**src/rtl/dmem_responder_pkg.sv**
```systemverilog
// Shared definitions for the wait-state data memory responder:
// FSM encoding, default geometry and the request legality check.
package dmem_responder_pkg;

  typedef enum logic [1:0] {
    IDLE = 2'd0,
    WAIT = 2'd1,
    RESP = 2'd2
  } state_e;

  localparam int DEF_ADDR_W      = 6;
  localparam int DEF_WAIT_CYCLES = 2;

  // A request is illegal if it is not word aligned or falls beyond the bank.
  function automatic logic addr_err(input logic [31:0] addr, input int addr_w);
    logic [31:0] hi_bits;
    hi_bits = addr >> (addr_w + 2);
    return (addr[1:0] != 2'b00) || (hi_bits != 32'd0);
  endfunction

endpackage

```
**src/rtl/dmem_bank.sv**
```systemverilog
// Word-organised storage with per-byte write enables and a combinational read.
// The array is intentionally left unreset.
module dmem_bank #(
  parameter int ADDR_W = 6
) (
  input  logic              clk_i,
  input  logic              we_i,
  input  logic [ADDR_W-1:0] addr_i,
  input  logic [3:0]        be_i,
  input  logic [31:0]       wdata_i,
  output logic [31:0]       rdata_o
);

  logic [31:0] mem_q [2**ADDR_W];

  always_ff @(posedge clk_i) begin
    if (we_i) begin
      for (int i = 0; i < 4; i++) begin
        if (be_i[i]) mem_q[addr_i][8*i +: 8] <= wdata_i[8*i +: 8];
      end
    end
  end

  assign rdata_o = mem_q[addr_i];

endmodule

```
**src/rtl/dmem_responder.sv**
```systemverilog
// Data-port memory responder: accepts one request, waits WAIT_CYCLES cycles,
// performs the access in a single edge and holds the response until taken.
module dmem_responder
  import dmem_responder_pkg::*;
#(
  parameter int ADDR_W      = DEF_ADDR_W,
  parameter int WAIT_CYCLES = DEF_WAIT_CYCLES
) (
  input  logic        clkin,
  input  logic        reset,
  input  logic        req_valid,
  output logic        req_ready,
  input  logic        req_we,
  input  logic [31:0] req_addr,
  input  logic [3:0]  req_be,
  input  logic [31:0] req_wdata,
  output logic        rsp_valid,
  input  logic        rsp_ready,
  output logic [31:0] rsp_rdata,
  output logic        rsp_err
);

  if (WAIT_CYCLES < 0 || WAIT_CYCLES > 15) begin : g_bad_wait
    $error("dmem_responder: WAIT_CYCLES must be within 0..15");
  end

  localparam logic [3:0] CNT_INIT = (WAIT_CYCLES > 0) ? 4'(WAIT_CYCLES - 1) : 4'd0;

  state_e      state_q;
  logic [3:0]  cnt_q;
  logic        we_q;
  logic [31:0] addr_q;
  logic [3:0]  be_q;
  logic [31:0] wdata_q;
  logic        req_ready_q;
  logic        rsp_valid_q;
  logic [31:0] rsp_rdata_q;
  logic        rsp_err_q;

  logic        acc_we;
  logic [31:0] acc_addr;
  logic [3:0]  acc_be;
  logic [31:0] acc_wdata;
  logic        accept;
  logic        do_access;
  logic        acc_err;
  logic        bank_we;
  logic [31:0] bank_rdata;
  logic [31:0] rsp_rdata_d;
  logic        rsp_err_d;

  // With zero wait states the access happens on the accepting edge,
  // so the bank must see the live request rather than the latched copy.
  always_comb begin
    acc_we    = we_q;
    acc_addr  = addr_q;
    acc_be    = be_q;
    acc_wdata = wdata_q;
    if (state_q == IDLE) begin
      acc_we    = req_we;
      acc_addr  = req_addr;
      acc_be    = req_be;
      acc_wdata = req_wdata;
    end
  end

  assign accept      = (state_q == IDLE) && req_valid;
  assign do_access   = (WAIT_CYCLES == 0) ? accept : ((state_q == WAIT) && (cnt_q == 4'd0));
  assign acc_err     = addr_err(acc_addr, ADDR_W);
  assign bank_we     = do_access && acc_we && !acc_err;
  assign rsp_rdata_d = (acc_err || acc_we) ? 32'd0 : bank_rdata;
  assign rsp_err_d   = acc_err;

  dmem_bank #(.ADDR_W(ADDR_W)) u_bank (
    .clk_i   (clkin),
    .we_i    (bank_we),
    .addr_i  (acc_addr[ADDR_W+1:2]),
    .be_i    (acc_be),
    .wdata_i (acc_wdata),
    .rdata_o (bank_rdata)
  );

  always_ff @(posedge clkin or negedge reset) begin
    if (!reset) begin
      state_q     <= IDLE;
      cnt_q       <= 4'd0;
      we_q        <= 1'b0;
      addr_q      <= 32'd0;
      be_q        <= 4'd0;
      wdata_q     <= 32'd0;
      req_ready_q <= 1'b1;
      rsp_valid_q <= 1'b0;
      rsp_rdata_q <= 32'd0;
      rsp_err_q   <= 1'b0;
    end else begin
      case (state_q)
        IDLE: begin
          if (accept) begin
            we_q        <= req_we;
            addr_q      <= req_addr;
            be_q        <= req_be;
            wdata_q     <= req_wdata;
            req_ready_q <= 1'b0;
            if (do_access) begin
              state_q     <= RESP;
              rsp_valid_q <= 1'b1;
              rsp_rdata_q <= rsp_rdata_d;
              rsp_err_q   <= rsp_err_d;
            end else begin
              state_q <= WAIT;
              cnt_q   <= CNT_INIT;
            end
          end
        end
        WAIT: begin
          if (do_access) begin
            state_q     <= RESP;
            rsp_valid_q <= 1'b1;
            rsp_rdata_q <= rsp_rdata_d;
            rsp_err_q   <= rsp_err_d;
          end else begin
            cnt_q <= cnt_q - 4'd1;
          end
        end
        RESP: begin
          if (rsp_ready) begin
            state_q     <= IDLE;
            req_ready_q <= 1'b1;
            rsp_valid_q <= 1'b0;
            rsp_rdata_q <= 32'd0;
            rsp_err_q   <= 1'b0;
          end
        end
        default: begin
          state_q     <= IDLE;
          req_ready_q <= 1'b1;
          rsp_valid_q <= 1'b0;
          rsp_rdata_q <= 32'd0;
          rsp_err_q   <= 1'b0;
        end
      endcase
    end
  end

  assign req_ready = req_ready_q;
  assign rsp_valid = rsp_valid_q;
  assign rsp_rdata = rsp_rdata_q;
  assign rsp_err   = rsp_err_q;

endmodule

```
**config.mk**
```make
export PLATFORM = sky130hd
export DESIGN_NAME = dmem_responder
export DESIGN_NICKNAME = d
export VERILOG_FILES = /design/src/rtl/dmem_responder_pkg.sv /design/src/rtl/dmem_bank.sv /design/src/rtl/dmem_responder.sv
export SDC_FILE = /design/constraint.sdc
export NUM_CORES = 2
export LEC_CHECK = 0
export CORE_AREA = 2 2 487 489
export CTS_BUF_LIST = sky130_fd_sc_hd__clkbuf_4 sky130_fd_sc_hd__clkbuf_8
export DETAILED_ROUTE_END_ITERATION = 10
export DIE_AREA = 0 0 489 491
export MAX_ROUTING_LAYER = met4
export PLACE_DENSITY = 0.48
export SKIP_CTS_REPAIR_TIMING = 1
export SYNTH_ARGS = -nofsm -noshare
export SYNTH_HDL_FRONTEND = slang
export SYNTH_SLANG_ARGS = --single-unit
```
**constraint.sdc**
```tcl
create_clock -name clkin -period 3.5 [get_ports clkin]
set_input_delay 0.35 -clock clkin [delete_from_list [all_inputs] [get_ports clkin]]
set_output_delay 0.35 -clock clkin [all_outputs]
set_load 0.01 [all_outputs]
```
==> flow_summary.html <==
<table>
<tr><th>Metric</th><th>Value</th></tr>
<tr><th colspan="2">Critical path</th></tr>
<tr><td>Reg2Reg Capture Point</td><td>rsp_rdata[20]$_DFFE_PN0P_</td></tr>
<tr><td>Reg2reg path depth</td><td>14</td></tr>
<tr><td>CP arrival</td><td>4.51 ns</td></tr>
<tr><td>Beginning of the critical path</td><td>state_q[0]$_DFFE_PN0P_</td></tr>
<tr><td>Critical setup path kind</td><td>reg -&gt; reg</td></tr>
<tr><td>Worst Setup End Kind</td><td>register</td></tr>
<tr><td>Launch point of the worst reg-to-reg path</td><td>state_q[0]$_DFFE_PN0P_</td></tr>
<tr><td>Maximum fanout encountered on the critical timing path</td><td>27</td></tr>
<tr><td>Required time of the worst setup path</td><td>4.54 ns</td></tr>
<tr><td>Reg-to-reg setup timing slack</td><td>between 0.02 and 0.03 ns</td></tr>
<tr><td>Startpoint Class</td><td>register</td></tr>
<tr><th colspan="2">STA</th></tr>
<tr><td>Worst max-slew margin expressed relative to the limit</td><td>0.314</td></tr>
<tr><td>Pin slew with the least headroom to its limit</td><td>just over 1 ns</td></tr>
<tr><td>Post-route setup TNS</td><td>0 ns</td></tr>
<tr><td>Final Worst Setup Slack</td><td>0.0282 ns</td></tr>
<tr><td>Number of setup violations in the final report</td><td>0</td></tr>
<tr><td>Post-layout minimum cycle time</td><td>3.47 ns</td></tr>
<tr><td>Fmax</td><td>288 MHz</td></tr>
<tr><td>Final worst-path cycle share</td><td>0.992</td></tr>
<tr><td>Number of hold violations in the final report</td><td>0</td></tr>
<tr><td>Final-report max-slew violation count</td><td>0</td></tr>
<tr><td>Clock skew</td><td>0.0746 ns</td></tr>
<tr><th colspan="2">GRT</th></tr>
<tr><td>Largest net degree at the start of global routing</td><td>65</td></tr>
<tr><td>First-pass GRT wire length</td><td>398 mm</td></tr>
<tr><td>Total grt overflow</td><td>0</td></tr>
<tr><td>Global Route Usage Sum</td><td>0.236</td></tr>
<tr><td>Via count of the first global-routing pass</td><td>roughly 53000</td></tr>
<tr><td>Initial antenna violation count</td><td>13</td></tr>
<tr><th colspan="2">Placement</th></tr>
<tr><td>Hpwl dp</td><td>175 mm</td></tr>
<tr><td>Worst setup slack after placement</td><td>-0.380 ns</td></tr>
<tr><td>Number of input and output port buffers inserted</td><td>between 100 and 150</td></tr>
<tr><td>Final GP Congestion</td><td>0.845</td></tr>
<tr><th colspan="2">Clocking</th></tr>
<tr><td>Master cell of the clock root buffer</td><td>clkbuf_8</td></tr>
<tr><td>Htree depth</td><td>5</td></tr>
<tr><td>Clk buf depth</td><td>4</td></tr>
<tr><td>Number of CTS-inserted buffers</td><td>~380</td></tr>
<tr><td>Worst-Skew Late Latency</td><td>1.10 ns</td></tr>
<tr><td>CTS clock-pin slew for the worst setup and hold paths</td><td>0.06 ns</td></tr>
<tr><td>Clock sink count</td><td>2158</td></tr>
<tr><td>CTS tree</td><td>done</td></tr>
<tr><th colspan="2">Synthesis</th></tr>
<tr><td>Share of the yosys chip area belonging to registers</td><td>0.785</td></tr>
<tr><td>Post-synthesis sequential element count</td><td>2158</td></tr>
<tr><td>Most numerous cell types in the synthesized netlist</td><td>edfxtp_1 (2048), nand2_1 (779), o22ai_1 (562), nor3_1 (284), a21oi_1 (270)</td></tr>
<tr><td>Area contributors post-synth</td><td>edfxtp_1 (75%), o22ai_1 (4.3%), nand2_1 (3.6%)</td></tr>
<tr><td>Cell count after synthesis</td><td>about 5500</td></tr>
<tr><td>Top-count cell post-synth</td><td>edfxtp_1</td></tr>
<tr><td>Syn_area_per_cell</td><td>15.0 µm²</td></tr>
<tr><td>Post-synthesis cell type count</td><td>62</td></tr>
<tr><td>Count of flip-flops with a built-in enable after synthesis</td><td>2048</td></tr>
<tr><td>Yosys top cell by area</td><td>edfxtp_1</td></tr>
<tr><td>Syn Nets</td><td>5533</td></tr>
<tr><td>Mapped cell area</td><td>roughly 0.082 mm²</td></tr>
<tr><td>Total of warnings raised by yosys</td><td>0</td></tr>
<tr><td>FFs w/ async S/R, synth</td><td>0.0510</td></tr>
<tr><td>Top-area cell type share of the netlist area</td><td>0.752</td></tr>
<tr><td>Predominant post-synthesis flop cell</td><td>edfxtp_1</td></tr>
<tr><th colspan="2">Power and ir drop</th></tr>
<tr><td>Psw</td><td>34.5 mW</td></tr>
<tr><td>Switching fraction of total power</td><td>0.379</td></tr>
<tr><td>Comb power frac</td><td>0.373</td></tr>
<tr><td>Pwr Density</td><td>between 900 and 1000 mW/mm²</td></tr>
<tr><td>Largest vdd supply drop</td><td>~0.95 mV</td></tr>
<tr><td>Internal power summed over all cells</td><td>56.6 mW</td></tr>
<tr><td>Leakage</td><td>34.2 nW</td></tr>
<tr><td>Power share of the clock group</td><td>0.248</td></tr>
<tr><td>Reg power frac</td><td>0.379</td></tr>
<tr><th colspan="2">Route</th></tr>
<tr><td>DRC violation count after routing</td><td>0</td></tr>
<tr><td>Count of TritonRoute iterations in the first routing pass</td><td>6</td></tr>
<tr><td>Number of vias per cell</td><td>5.52</td></tr>
<tr><td>Remaining antenna violation count</td><td>0</td></tr>
<tr><td>Via Count</td><td>54300</td></tr>
<tr><td>Routed WL</td><td>282 mm</td></tr>
<tr><td>Wire per inst</td><td>28.7 µm</td></tr>
<tr><td>Count of routing violations after the opening detailed-route iteration</td><td>about 5700</td></tr>
<tr><th colspan="2">Hold path</th></tr>
<tr><td>Instance count along the most critical hold path</td><td>2</td></tr>
<tr><td>End of the worst hold path</td><td>addr_q[5]$_DFFE_PN0P_</td></tr>
<tr><td>Type of the tightest min-delay check</td><td>in -&gt; reg</td></tr>
<tr><td>Launch point of the worst hold path</td><td>req_addr[5]</td></tr>
<tr><th colspan="2">Floorplan</th></tr>
<tr><td>Die Outline Area</td><td>about 0.24 mm²</td></tr>
<tr><td>Die boundary height</td><td>491 µm</td></tr>
<tr><td>IO Pins</td><td>108</td></tr>
<tr><td>Horizontal extent of the die</td><td>489 µm</td></tr>
<tr><td>Std cell rows</td><td>178</td></tr>
<tr><td>Initial Util</td><td>0.349</td></tr>
<tr><td>Core region area</td><td>0.235 mm²</td></tr>
<tr><th colspan="2">Run status</th></tr>
<tr><td>Status</td><td>complete, no violations</td></tr>
<tr><th colspan="2">Job</th></tr>
<tr><td>Maximum Capacitance Violations</td><td>0</td></tr>
<tr><th colspan="2">Layout</th></tr>
<tr><td>Fraction of final layout cells sized beyond drive strength 1</td><td>0.232</td></tr>
<tr><td>Fill cell instance count of the final layout</td><td>21200</td></tr>
<tr><td>Area grow syn2layout</td><td>23.3%</td></tr>
<tr><td>Net count, final</td><td>6481</td></tr>
</table>
==> metrics by stage <==
step | instance area [µm²] | utilization | hold slack [ns] | std cells | total power [mW]
6_report | 101000 | 0.430 | 0.0530 | 9845 | 91.1
5_1_grt | 101000 | 0.430 | -0.00717 | 9841 | 94.4
4_1_cts | 100000 | 0.426 | -0.786 | 9764 | 91.3
2_1_floorplan | 81800 | - | 0.0544 | 5459 | 50.5
3_3_place_gp | 92800 | 0.395 | 0.404 | 9112 | 68.5
3_5_place_dp | 92800 | 0.395 | 0.400 | 9112 | 68.7
==> placed cells by master (no fill, tap or decap), types with 15 or more instances in the layout <==
cell | Yosys | routed
clkbuf_4 | 0 | 137
clkbuf_8 | 0 | 398
buf_4 | 6 | 672
a32o_1 | 46 | 46
nand2_1 | 779 | 739
nor3_1 | 284 | 261
dlygate4sd3_1 | 0 | 63
nor3_2 | 1 | 24
clkinv_1 | 0 | 69
a22o_1 | 17 | 17
nand3_1 | 125 | 125
clkdlybuf4s50_1 | 0 | 106
inv_1 | 17 | 17
edfxtp_1 | 2048 | 2048
dfrtp_1 | 109 | 109
nor2_1 | 250 | 249
o221ai_1 | 15 | 15
a32oi_1 | 58 | 58
o21ai_0 | 22 | 20
o22ai_1 | 562 | 562
buf_12 | 0 | 115
mux2i_1 | 64 | 62
mux2_2 | 71 | 70
nand2_2 | 0 | 35
a21oi_1 | 270 | 270
nor4_1 | 104 | 98
clkinv_2 | 0 | 32
a31oi_1 | 103 | 103
==> final cells by class <==
type                            instances  area, µm²  area share
Clock inverter                        117        703     0.00697
Inverter                               17       63.8    0.000633
Tap cell                             3150       3940      0.0391
Sequential cell                      2158      64300       0.637
Clock buffer                          535       6510      0.0645
Timing Repair Buffer                  958       9080      0.0900
Antenna cell                           13       32.5    0.000322
Multi-Input combinational cell       2897      16300       0.162
==> critical path, cell delays in order (launching register included) <==
cell     delay (ns)
dfrtp_1        0.43
buf_4          0.21
nor3b_2        0.19
buf_4          0.22
or2_4          0.21
buf_12         0.25
buf_4          0.23
nand2_1        0.07
and3_1         0.19
nor4_2         0.41
buf_4          0.18
o22ai_1        0.08
nor4_1         0.42
buf_4          0.20
a22o_1         0.12
==> cell families (layout without fill, tap and decap cells) <==
logic type	count (synthesis)	after routing	share of synthesized area
and+or+nand+nor	1594	1594	0.0844
xor gates and xnor gates	2	2	0.000214
DFF	2158	2158	0.785
muxes	136	136	0.0179
other	0	13	0
adders and majority gates	1	1	0.000153
AOI/OAI and AO/OA	1164	1164	0.0914
buffers and inverters	404	1627	0.0208
==> how the worst max path moves through the flow <==
stage / end / slack (ns) / depth (start not counted)
2_1_floorplan: u_bank.mem_q[10][24]$_DFFE_PP_ / 0.23 / 11
3_3_place_gp: rsp_rdata[25]$_DFFE_PN0P_ / -0.42 / 12
3_5_place_dp: rsp_rdata[25]$_DFFE_PN0P_ / -0.38 / 12
4_1_cts: rsp_rdata[12]$_DFFE_PN0P_ / -0.22 / 10
5_1_grt: rsp_rdata[20]$_DFFE_PN0P_ / -0.02 / 14
6_report: rsp_rdata[20]$_DFFE_PN0P_ / 0.03 / 14
==> sequential cells by signal, indices dropped and copies added, names as in the netlist <==
signal and count:
we_q 1, u_bank.mem_q 2048, req_ready 1, rsp_valid 1
addr_q 32, wdata_q 32, rsp_rdata 32, be_q 4
cnt_q 4, rsp_err 1, state_q 2
==> routing by layer <==
| metal | vias up | part of all wire | GRT usage |
|---|---|---|---|
| li1 | 23300 | - | - |
| met1 | 28300 | 0.44 | 0.329 |
| met2 | 2267 | 0.47 | 0.367 |
| met3 | 421 | 0.068 | 0.0322 |
| met4 | 0 | 0.021 | 0.0525 |
| met5 | - | 0 | - |
==> power groups by stage <==
stage	Combinational [mW]	Clock [mW]	Sequential, mW
6_report	34.0	22.6	34.6
5_1_grt	35.6	24.1	34.6
4_1_cts	33.7	23.0	34.5
3_5_place_dp	33.7	0	35.1
3_3_place_gp	33.5	0	35.1
2_1_floorplan	15.2	0	35.3
(Power assumes the default switching activity.)
